===== config.mk =====
export PLATFORM = sky130hd
export DESIGN_NAME = cdr_pi_loop_filter_flat
export DESIGN_NICKNAME = d
export VERILOG_FILES = /design/src/rtl/cdr_pi_loop_filter_if.sv /design/src/rtl/cdr_pi_loop_filter.sv /design/src/flat_wrapper.sv
export SDC_FILE = /design/constraint.sdc
export NUM_CORES = 1
export LEC_CHECK = 0
export ABC_AREA = 0
export BUFFER_PORTS_ARGS = -buffer_cell sky130_fd_sc_hd__buf_4
export CAP_MARGIN = 10
export CORE_ASPECT_RATIO = 0.9
export CORE_MARGIN = 3
export CORE_UTILIZATION = 45
export CTS_BUF_LIST = sky130_fd_sc_hd__clkbuf_8
export CTS_CLUSTER_DIAMETER = 60
export CTS_CLUSTER_SIZE = 8
export DETAILED_ROUTE_END_ITERATION = 7
export HOLD_SLACK_MARGIN = 0.06
export PLACE_DENSITY_LB_ADDON = 0.3
export SYNTH_ARGS = -nofsm -noshare
export SYNTH_HDL_FRONTEND = slang
export SYNTH_SLANG_ARGS = --single-unit

===== constraint.sdc =====
create_clock -name clk -period 13.9 [get_ports clk]
set_input_delay 3.475 -clock clk [delete_from_list [all_inputs] [get_ports clk]]
set_output_delay 3.475 -clock clk [all_outputs]
set_load 0.01 [all_outputs]

===== src/rtl/cdr_pi_loop_filter_if.sv =====
// Port bundle for the CDR PI loop filter: phase-detector vote and gain/freeze
// controls in, phase-interpolator code, update strobe and lock flag out.
interface cdr_pi_loop_filter_if #(
  parameter int IN_W  = 2,
  parameter int OUT_W = 9
);
  logic signed [IN_W-1:0]  pd_vote_i;
  logic        [2:0]       kp_shift_i;
  logic        [2:0]       ki_shift_i;
  logic                    freeze_i;
  logic signed [OUT_W-1:0] out_code_o;
  logic                    upd_valid_o;
  logic                    locked_o;

  modport master (
    output pd_vote_i, kp_shift_i, ki_shift_i, freeze_i,
    input  out_code_o, upd_valid_o, locked_o
  );

  modport slave (
    input  pd_vote_i, kp_shift_i, ki_shift_i, freeze_i,
    output out_code_o, upd_valid_o, locked_o
  );
endinterface


===== src/rtl/cdr_pi_loop_filter.sv =====
// Second-order PI loop filter with vote decimation, shift gains, holdover and lock detect.
// Define LF_FREQ_SAT_EN to saturate the frequency register instead of wrapping it.
module cdr_pi_loop_filter #(
  parameter int IN_W      = 2,
  parameter int DEC_LOG2  = 2,
  parameter int FREQ_W    = 15,
  parameter int PHASE_W   = 15,
  parameter int OUT_W     = 9,
  parameter int FREQ_FRAC = 6,
  parameter int LOCK_TH   = 2,
  parameter int LOCK_CNT  = 16
) (
  input logic                 clk,
  input logic                 rst_n,
  cdr_pi_loop_filter_if.slave lf
);

  localparam int VS_W  = IN_W + DEC_LOG2;
  localparam int CNT_W = (DEC_LOG2 > 0) ? DEC_LOG2 : 1;
  localparam int SUM_W = FREQ_W + 1;
  localparam int LCK_W = $clog2(LOCK_CNT + 1);
  localparam logic [CNT_W-1:0] DEC_MAX = CNT_W'((1 << DEC_LOG2) - 1);
`ifdef LF_FREQ_SAT_EN
  localparam logic signed [FREQ_W-1:0] FREQ_MAX = {1'b0, {(FREQ_W-1){1'b1}}};
  localparam logic signed [FREQ_W-1:0] FREQ_MIN = {1'b1, {(FREQ_W-1){1'b0}}};
`endif

  logic signed [VS_W-1:0]    vote_sum_q, vote_sum_d, vote_x, win;
  logic        [CNT_W-1:0]   dec_cnt_q, dec_cnt_d;
  logic signed [FREQ_W-1:0]  freq_q, freq_d, freq_cand, freq_shr;
  logic signed [PHASE_W-1:0] phase_q, phase_d, kp_term;
  logic signed [SUM_W-1:0]   ki_term, freq_sum, delta, delta_abs;
  logic        [LCK_W-1:0]   lock_cnt_q, lock_cnt_d;
  logic signed [OUT_W-1:0]   out_code_q;
  logic                      upd_pend_q, upd_pend_d, upd_valid_q;
  logic                      win_end, quiet;

  // NOTE: every variable written here gets a default first so no path infers a latch.
  always_comb begin
    vote_x   = VS_W'(lf.pd_vote_i);
    win      = vote_sum_q + vote_x;
    win_end  = (dec_cnt_q == DEC_MAX);
    freq_shr = freq_q >>> FREQ_FRAC;
    kp_term  = PHASE_W'(win) <<< lf.kp_shift_i;
    ki_term  = SUM_W'(win) <<< lf.ki_shift_i;
    freq_sum = SUM_W'(freq_q) + ki_term;

`ifdef LF_FREQ_SAT_EN
    if (freq_sum[SUM_W-1] != freq_sum[SUM_W-2]) begin
      freq_cand = freq_sum[SUM_W-1] ? FREQ_MIN : FREQ_MAX;
    end else begin
      freq_cand = freq_sum[FREQ_W-1:0];
    end
`else
    freq_cand = FREQ_W'(freq_sum);
`endif

    vote_sum_d = win;
    dec_cnt_d  = dec_cnt_q + CNT_W'(1);
    freq_d     = freq_q;
    phase_d    = phase_q;
    upd_pend_d = 1'b0;
    lock_cnt_d = lock_cnt_q;

    if (win_end) begin
      vote_sum_d = '0;
      dec_cnt_d  = '0;
      upd_pend_d = 1'b1;
      // Holdover: a frozen update keeps freq and drops the proportional kick.
      phase_d = phase_q + PHASE_W'(freq_shr);
      if (!lf.freeze_i) begin
        freq_d  = freq_cand;
        phase_d = phase_q + PHASE_W'(freq_shr) + kp_term;
      end
    end

    delta     = SUM_W'(freq_d) - SUM_W'(freq_q);
    delta_abs = delta[SUM_W-1] ? -delta : delta;
    quiet     = (delta_abs <= SUM_W'(LOCK_TH));

    if (win_end) begin
      if (!quiet) begin
        lock_cnt_d = '0;
      end else if (lock_cnt_q != LCK_W'(LOCK_CNT)) begin
        lock_cnt_d = lock_cnt_q + LCK_W'(1);
      end
    end
  end

  // NOTE: state registers use non-blocking assignments so every flop samples pre-edge values.
  always_ff @(posedge clk) begin
    if (!rst_n) begin
      vote_sum_q  <= '0;
      dec_cnt_q   <= '0;
      freq_q      <= '0;
      phase_q     <= '0;
      lock_cnt_q  <= '0;
      upd_pend_q  <= 1'b0;
      upd_valid_q <= 1'b0;
      out_code_q  <= '0;
    end else begin
      vote_sum_q  <= vote_sum_d;
      dec_cnt_q   <= dec_cnt_d;
      freq_q      <= freq_d;
      phase_q     <= phase_d;
      lock_cnt_q  <= lock_cnt_d;
      upd_pend_q  <= upd_pend_d;
      upd_valid_q <= upd_pend_q;
      // Output stage lags the phase update by one edge.
      if (upd_pend_q) begin
        out_code_q <= phase_q[PHASE_W-1 -: OUT_W];
      end
    end
  end

  assign lf.out_code_o  = out_code_q;
  assign lf.upd_valid_o = upd_valid_q;
  assign lf.locked_o    = (lock_cnt_q == LCK_W'(LOCK_CNT));

endmodule


===== src/flat_wrapper.sv =====
// flat-port wrapper written by rule: the top's interface ports become plain ports
module cdr_pi_loop_filter_flat 
#(
  parameter int IN_W      = 2,
  parameter int DEC_LOG2  = 2,
  parameter int FREQ_W    = 15,
  parameter int PHASE_W   = 15,
  parameter int OUT_W     = 9,
  parameter int FREQ_FRAC = 6,
  parameter int LOCK_TH   = 2,
  parameter int LOCK_CNT  = 16
)
  (clk, rst_n, lf_pd_vote_i, lf_kp_shift_i, lf_ki_shift_i, lf_freeze_i, lf_out_code_o, lf_upd_valid_o, lf_locked_o);
  cdr_pi_loop_filter_if #(.IN_W(IN_W), .OUT_W(OUT_W)) lf_i ();
  input logic clk;
  input logic rst_n;
  input wire logic [$bits(lf_i.pd_vote_i)-1:0] lf_pd_vote_i;
  input wire logic [$bits(lf_i.kp_shift_i)-1:0] lf_kp_shift_i;
  input wire logic [$bits(lf_i.ki_shift_i)-1:0] lf_ki_shift_i;
  input wire logic [$bits(lf_i.freeze_i)-1:0] lf_freeze_i;
  output wire logic [$bits(lf_i.out_code_o)-1:0] lf_out_code_o;
  output wire logic [$bits(lf_i.upd_valid_o)-1:0] lf_upd_valid_o;
  output wire logic [$bits(lf_i.locked_o)-1:0] lf_locked_o;
  assign lf_i.pd_vote_i = lf_pd_vote_i;
  assign lf_i.kp_shift_i = lf_kp_shift_i;
  assign lf_i.ki_shift_i = lf_ki_shift_i;
  assign lf_i.freeze_i = lf_freeze_i;
  assign lf_out_code_o = lf_i.out_code_o;
  assign lf_upd_valid_o = lf_i.upd_valid_o;
  assign lf_locked_o = lf_i.locked_o;
  cdr_pi_loop_filter #(.IN_W(IN_W), .DEC_LOG2(DEC_LOG2), .FREQ_W(FREQ_W), .PHASE_W(PHASE_W), .OUT_W(OUT_W), .FREQ_FRAC(FREQ_FRAC), .LOCK_TH(LOCK_TH), .LOCK_CNT(LOCK_CNT)) u_core (.clk(clk), .rst_n(rst_n), .lf(lf_i));
endmodule

==> results.sh <==
export IMPL_yosys_area_top_type="sky130_fd_sc_hd__dfxtp_1"
export IMPL_post_synth_most_frequent_cells="sky130_fd_sc_hd__a21oi_1 (64), sky130_fd_sc_hd__ha_1 (63), sky130_fd_sc_hd__nor2_1 (56), sky130_fd_sc_hd__dfxtp_1 (52), sky130_fd_sc_hd__nand2_1 (46)"
export IMPL_netlist_top_cells_area="sky130_fd_sc_hd__dfxtp_1 (18%), sky130_fd_sc_hd__ha_1 (14%), sky130_fd_sc_hd__a21oi_1 (5.6%)"
export IMPL_cts_root_buf="sky130_fd_sc_hd__clkbuf_8"
export IMPL_postCtsResizedCells=0
export IMPL_synth_top_cell_area_share=0.183
export IMPL_detailroute_via_count=5325
export IMPL_p_leak_nw=2.74
export IMPL_instances_no_fill=901
export IMPL_finalPower_mw=0.748
export IMPL_cell_internal_pwr_mw=0.426
export IMPL_final_min_clock_period_ns=9.70
export IMPL_ir_worst_vdd_v=0.0000888
export IMPL_synth_warnings=0
export IMPL_count_of_nets_after_finishing=819
export IMPL_unrepaired_setup_endpoints_after_global_routing="false"
export IMPL_via_per_inst=5.91
export IMPL_post_cts_repair_setup_buffers=0
export IMPL_max_cap_violations=0
export IMPL_setup_worst_path_end_class="flip-flop"
export IMPL_overflow=0
export IMPL_switching_power_mw=0.323
export IMPL_clock_tree_htree_level_count=2
export IMPL_synth_adder_area_share=0.156
export IMPL_cp_required_ns=14.14
export IMPL_post_route_worst_setup_slack_ns=4.20
export IMPL_synthesis_instances=741
export IMPL_timing_critical_path_from_type="input pin"
export IMPL_place_ws_ns=4.03
export IMPL_die_width_um=124
export IMPL_layout_filler_cells=1177
export IMPL_portBuffers=21
export IMPL_antennaDiodeCount=0
export IMPL_postRouteAntennaNets=0
export IMPL_floorplan_initialDensity=0.465
export IMPL_synth_xor_xnor_area_share=0.0817
export IMPL_min_period_over_period=0.698
export IMPL_final_area_mm2=0.00608
export IMPL_area_of_combinational_cells_with_multiple_inputs_mm2=0.00435
export IMPL_cts_buffers_inserted=5
export IMPL_core_area_mm2=0.0122
export IMPL_placementRows=38
export IMPL_critPathKind="input pin to flip-flop"
export IMPL_tritoncts_clock_tree="done"
export IMPL_layout_core_utilization=0.497
export IMPL_combinational_family_with_the_most_area_after_synthesis="compound AO/OA/AOI/OAI gates"
export IMPL_synth_enable_flop_cells=0
export IMPL_yosysSeqAreaShare=0.183
export IMPL_clk_insertion_delay_late_ns=0.33
export IMPL_netSwitchingFraction=0.431
export IMPL_synth_avg_cell_area_um2=7.67
export IMPL_slew_violations=0
export IMPL_register_area_mm2=0.00104
export IMPL_finalSetupTns_ns=0
export IMPL_placed_cells_incl_taps=893
export IMPL_final_hold_viol_count=0
export IMPL_synth_compound_gate_area_share=0.277
export IMPL_worst_max_slew_pin_slew_ns=1.16
export IMPL_vias_in_the_first_global_route=5110
export IMPL_hold_path_class="flip-flop to flip-flop"
export IMPL_path_clk_slew_ns=0.10
export IMPL_post_synth_and_or_nand_nor_area_fraction=0.213
export IMPL_synthFlopType="sky130_fd_sc_hd__dfxtp_1"
export IMPL_clkPwrFrac=0.195
export IMPL_post_route_cells_drive_above_1_share=0.0661
export IMPL_combinationalPowerShare=0.587
export IMPL_max_freq_ghz=0.103
export IMPL_mappedNetlistNets=820
export IMPL_synth_lib_cells_used_distinct=73
export IMPL_sequentialPowerShare=0.218
export IMPL_yosys_register_bits=52
export IMPL_synthMuxAreaShare=0.0372
export IMPL_status="complete, no violations"
export IMPL_dp_hpwl_mm=10.9
export IMPL_cp_arrival_ns=9.95
export IMPL_finalHoldWorstSlack_ns=0.428
export IMPL_die_footprint_mm2=0.0140
export IMPL_ys_async_sr_fraction=0
export IMPL_grt_usage=0.197
export IMPL_antenna_violations_before_repair=0
export IMPL_ctsLongestPathBuffers=2
export IMPL_grt_start_max_net_pins=49
export IMPL_avgRoutedWirePerCell_um=15.5
export IMPL_drtIter0Drc=432
export IMPL_drc=0
export IMPL_skew_ns=0.0120
export IMPL_numClockSinks=52
export IMPL_p_per_cell_area_mw_per_mm2=123
export IMPL_area_growth_syn_to_layout_pct=6.96
export IMPL_placedInstanceArea_mm2=0.00592
export IMPL_detailedRoute_firstPassIterationCount=5
export IMPL_crit_path_max_fanout=16
export IMPL_routability_driven_placement_congestion_ratio=0.922
export IMPL_wire_length_of_the_first_global_routing_pass_mm=23.7
export IMPL_yosysMostFrequentCell="sky130_fd_sc_hd__a21oi_1"
export IMPL_wl_mm=13.9
export IMPL_synth_cell_area_mm2=0.00568
export IMPL_slew_limit_headroom=0.210
export IMPL_setup_violations=0
export IMPL_dieHeight_um=113
export IMPL_pin_count=22
export IMPL_cts_hold_buf=0
worst max-delay path, cell delays in order:
cell,delay (ns)
sky130_fd_sc_hd__buf_4,0.13
sky130_fd_sc_hd__ha_1,0.27
sky130_fd_sc_hd__a21o_1,0.11
sky130_fd_sc_hd__a21oi_1,0.07
sky130_fd_sc_hd__xnor2_1,0.53
sky130_fd_sc_hd__clkinv_1,0.66
sky130_fd_sc_hd__nor2_1,0.23
sky130_fd_sc_hd__a21oi_1,0.06
sky130_fd_sc_hd__ha_1,0.34
sky130_fd_sc_hd__nand2_1,0.06
sky130_fd_sc_hd__o21ai_0,0.44
sky130_fd_sc_hd__xnor2_1,0.12
sky130_fd_sc_hd__o21ai_0,0.23
sky130_fd_sc_hd__ha_1,0.35
sky130_fd_sc_hd__o21ai_0,0.22
sky130_fd_sc_hd__nor2_2,0.11
sky130_fd_sc_hd__or3_1,0.32
sky130_fd_sc_hd__o22ai_1,0.43
sky130_fd_sc_hd__o21ai_1,0.21
sky130_fd_sc_hd__nor4_1,0.47
sky130_fd_sc_hd__a41oi_1,0.18
sky130_fd_sc_hd__a2111oi_0,0.47
sky130_fd_sc_hd__nor3_1,0.19
sky130_fd_sc_hd__nor4b_2,0.26
cells by family after synthesis:
group | count (synthesis)
compound gates | 238
xor+xnor | 53
fa+ha+maj | 68
buf+inv | 74
flops | 52
mux | 21
simple gates | 235
cell type report:
| type | count | area share |
|---|---|---|
| Sequential cell | 52 | 0.171 |
| Inverter | 45 | 0.0278 |
| Tap cell | 160 | 0.0329 |
| Multi-Input combinational cell | 615 | 0.716 |
| Clock buffer | 5 | 0.0113 |
| Clock inverter | 3 | 0.0148 |
| Timing Repair Buffer | 21 | 0.0259 |
power groups by stage:
stage	combinational [mW]	sequential (mW)	clock, mW
CTS	0.430	0.163	0.148
finish	0.439	0.163	0.146
global placement	0.413	0.167	0
global route	0.485	0.164	0.153
floorplan	0.345	0.164	0
detailed placement	0.426	0.167	0
final timing paths:
check / startpoint / endpoint / slack (ns) / depth (start not counted)
max: lf_pd_vote_i[1] / u_core.lock_cnt_q[1]$_SDFFE_PN0P_ / 4.20 / 24
min: u_core.dec_cnt_q[0]$_SDFF_PP0_ / u_core.dec_cnt_q[0]$_SDFF_PP0_ / 0.43 / 1
max reg2reg: u_core.vote_sum_q[0]$_SDFF_PP0_ / u_core.lock_cnt_q[1]$_SDFFE_PN0P_ / 7.09 / 27
min reg2reg: u_core.dec_cnt_q[0]$_SDFF_PP0_ / u_core.dec_cnt_q[0]$_SDFF_PP0_ / 0.43 / 1
layout by cell type, fill, tap and decap left out, types with 3 or more instances in the layout:
| cell type | Yosys | final |
|---|---|---|
| sky130_fd_sc_hd__o22ai_1 | 3 | 3 |
| sky130_fd_sc_hd__or2_2 | 6 | 6 |
| sky130_fd_sc_hd__clkbuf_8 | 0 | 5 |
| sky130_fd_sc_hd__or3_1 | 8 | 8 |
| sky130_fd_sc_hd__a21oi_1 | 64 | 64 |
| sky130_fd_sc_hd__a21o_1 | 20 | 20 |
| sky130_fd_sc_hd__dfxtp_1 | 52 | 52 |
| sky130_fd_sc_hd__and2_1 | 19 | 19 |
| sky130_fd_sc_hd__nand3_1 | 18 | 18 |
| sky130_fd_sc_hd__and3_1 | 8 | 8 |
| sky130_fd_sc_hd__nand2_1 | 46 | 46 |
| sky130_fd_sc_hd__ha_1 | 63 | 63 |
| sky130_fd_sc_hd__bufinv_16 | 0 | 3 |
| sky130_fd_sc_hd__nor2b_1 | 18 | 18 |
| sky130_fd_sc_hd__a31oi_1 | 16 | 16 |
| sky130_fd_sc_hd__xor2_1 | 23 | 23 |
| sky130_fd_sc_hd__nand4_1 | 4 | 4 |
| sky130_fd_sc_hd__inv_1 | 42 | 42 |
| sky130_fd_sc_hd__o211a_1 | 9 | 9 |
| sky130_fd_sc_hd__a2111oi_0 | 3 | 3 |
| sky130_fd_sc_hd__nor2_1 | 56 | 56 |
| sky130_fd_sc_hd__nand2b_1 | 4 | 4 |
| sky130_fd_sc_hd__buf_4 | 0 | 21 |
| sky130_fd_sc_hd__a211oi_1 | 14 | 14 |
| sky130_fd_sc_hd__nor3_1 | 26 | 26 |
| sky130_fd_sc_hd__clkinv_1 | 3 | 3 |
| sky130_fd_sc_hd__o21a_1 | 7 | 7 |
| sky130_fd_sc_hd__mux2i_1 | 20 | 20 |
| sky130_fd_sc_hd__o21bai_1 | 6 | 6 |
| sky130_fd_sc_hd__a211o_1 | 7 | 7 |
| sky130_fd_sc_hd__xnor2_1 | 30 | 30 |
| sky130_fd_sc_hd__fa_1 | 5 | 5 |
| sky130_fd_sc_hd__o31a_1 | 3 | 3 |
| sky130_fd_sc_hd__nor4_1 | 7 | 7 |
| sky130_fd_sc_hd__o21ai_1 | 3 | 3 |
| sky130_fd_sc_hd__o31ai_1 | 6 | 6 |
| sky130_fd_sc_hd__o21ai_0 | 45 | 45 |
| sky130_fd_sc_hd__o211ai_1 | 8 | 8 |
| sky130_fd_sc_hd__a41oi_1 | 3 | 3 |
registers in the layout (all words and copies together) (netlist names):
register	count
u_core.dec_cnt_q	2
u_core.freq_q	15
u_core.lf.out_code_o	9
u_core.lf.upd_valid_o	1
u_core.lock_cnt_q	5
u_core.phase_q	15
u_core.upd_pend_q	1
u_core.vote_sum_q	4
metal layers:
metal | wire (um) | global-route usage | vias to the layer above
met1 | 7000 | 0.276 | 2454
met2 | 6150 | 0.319 | 130
met5 | 0 | 0 | -
met3 | 627 | 0.0347 | 25
met4 | 142 | 0.0409 | 0
li1 | - | - | 2716
No activity file was read; power rests on OpenSTA's default activity.
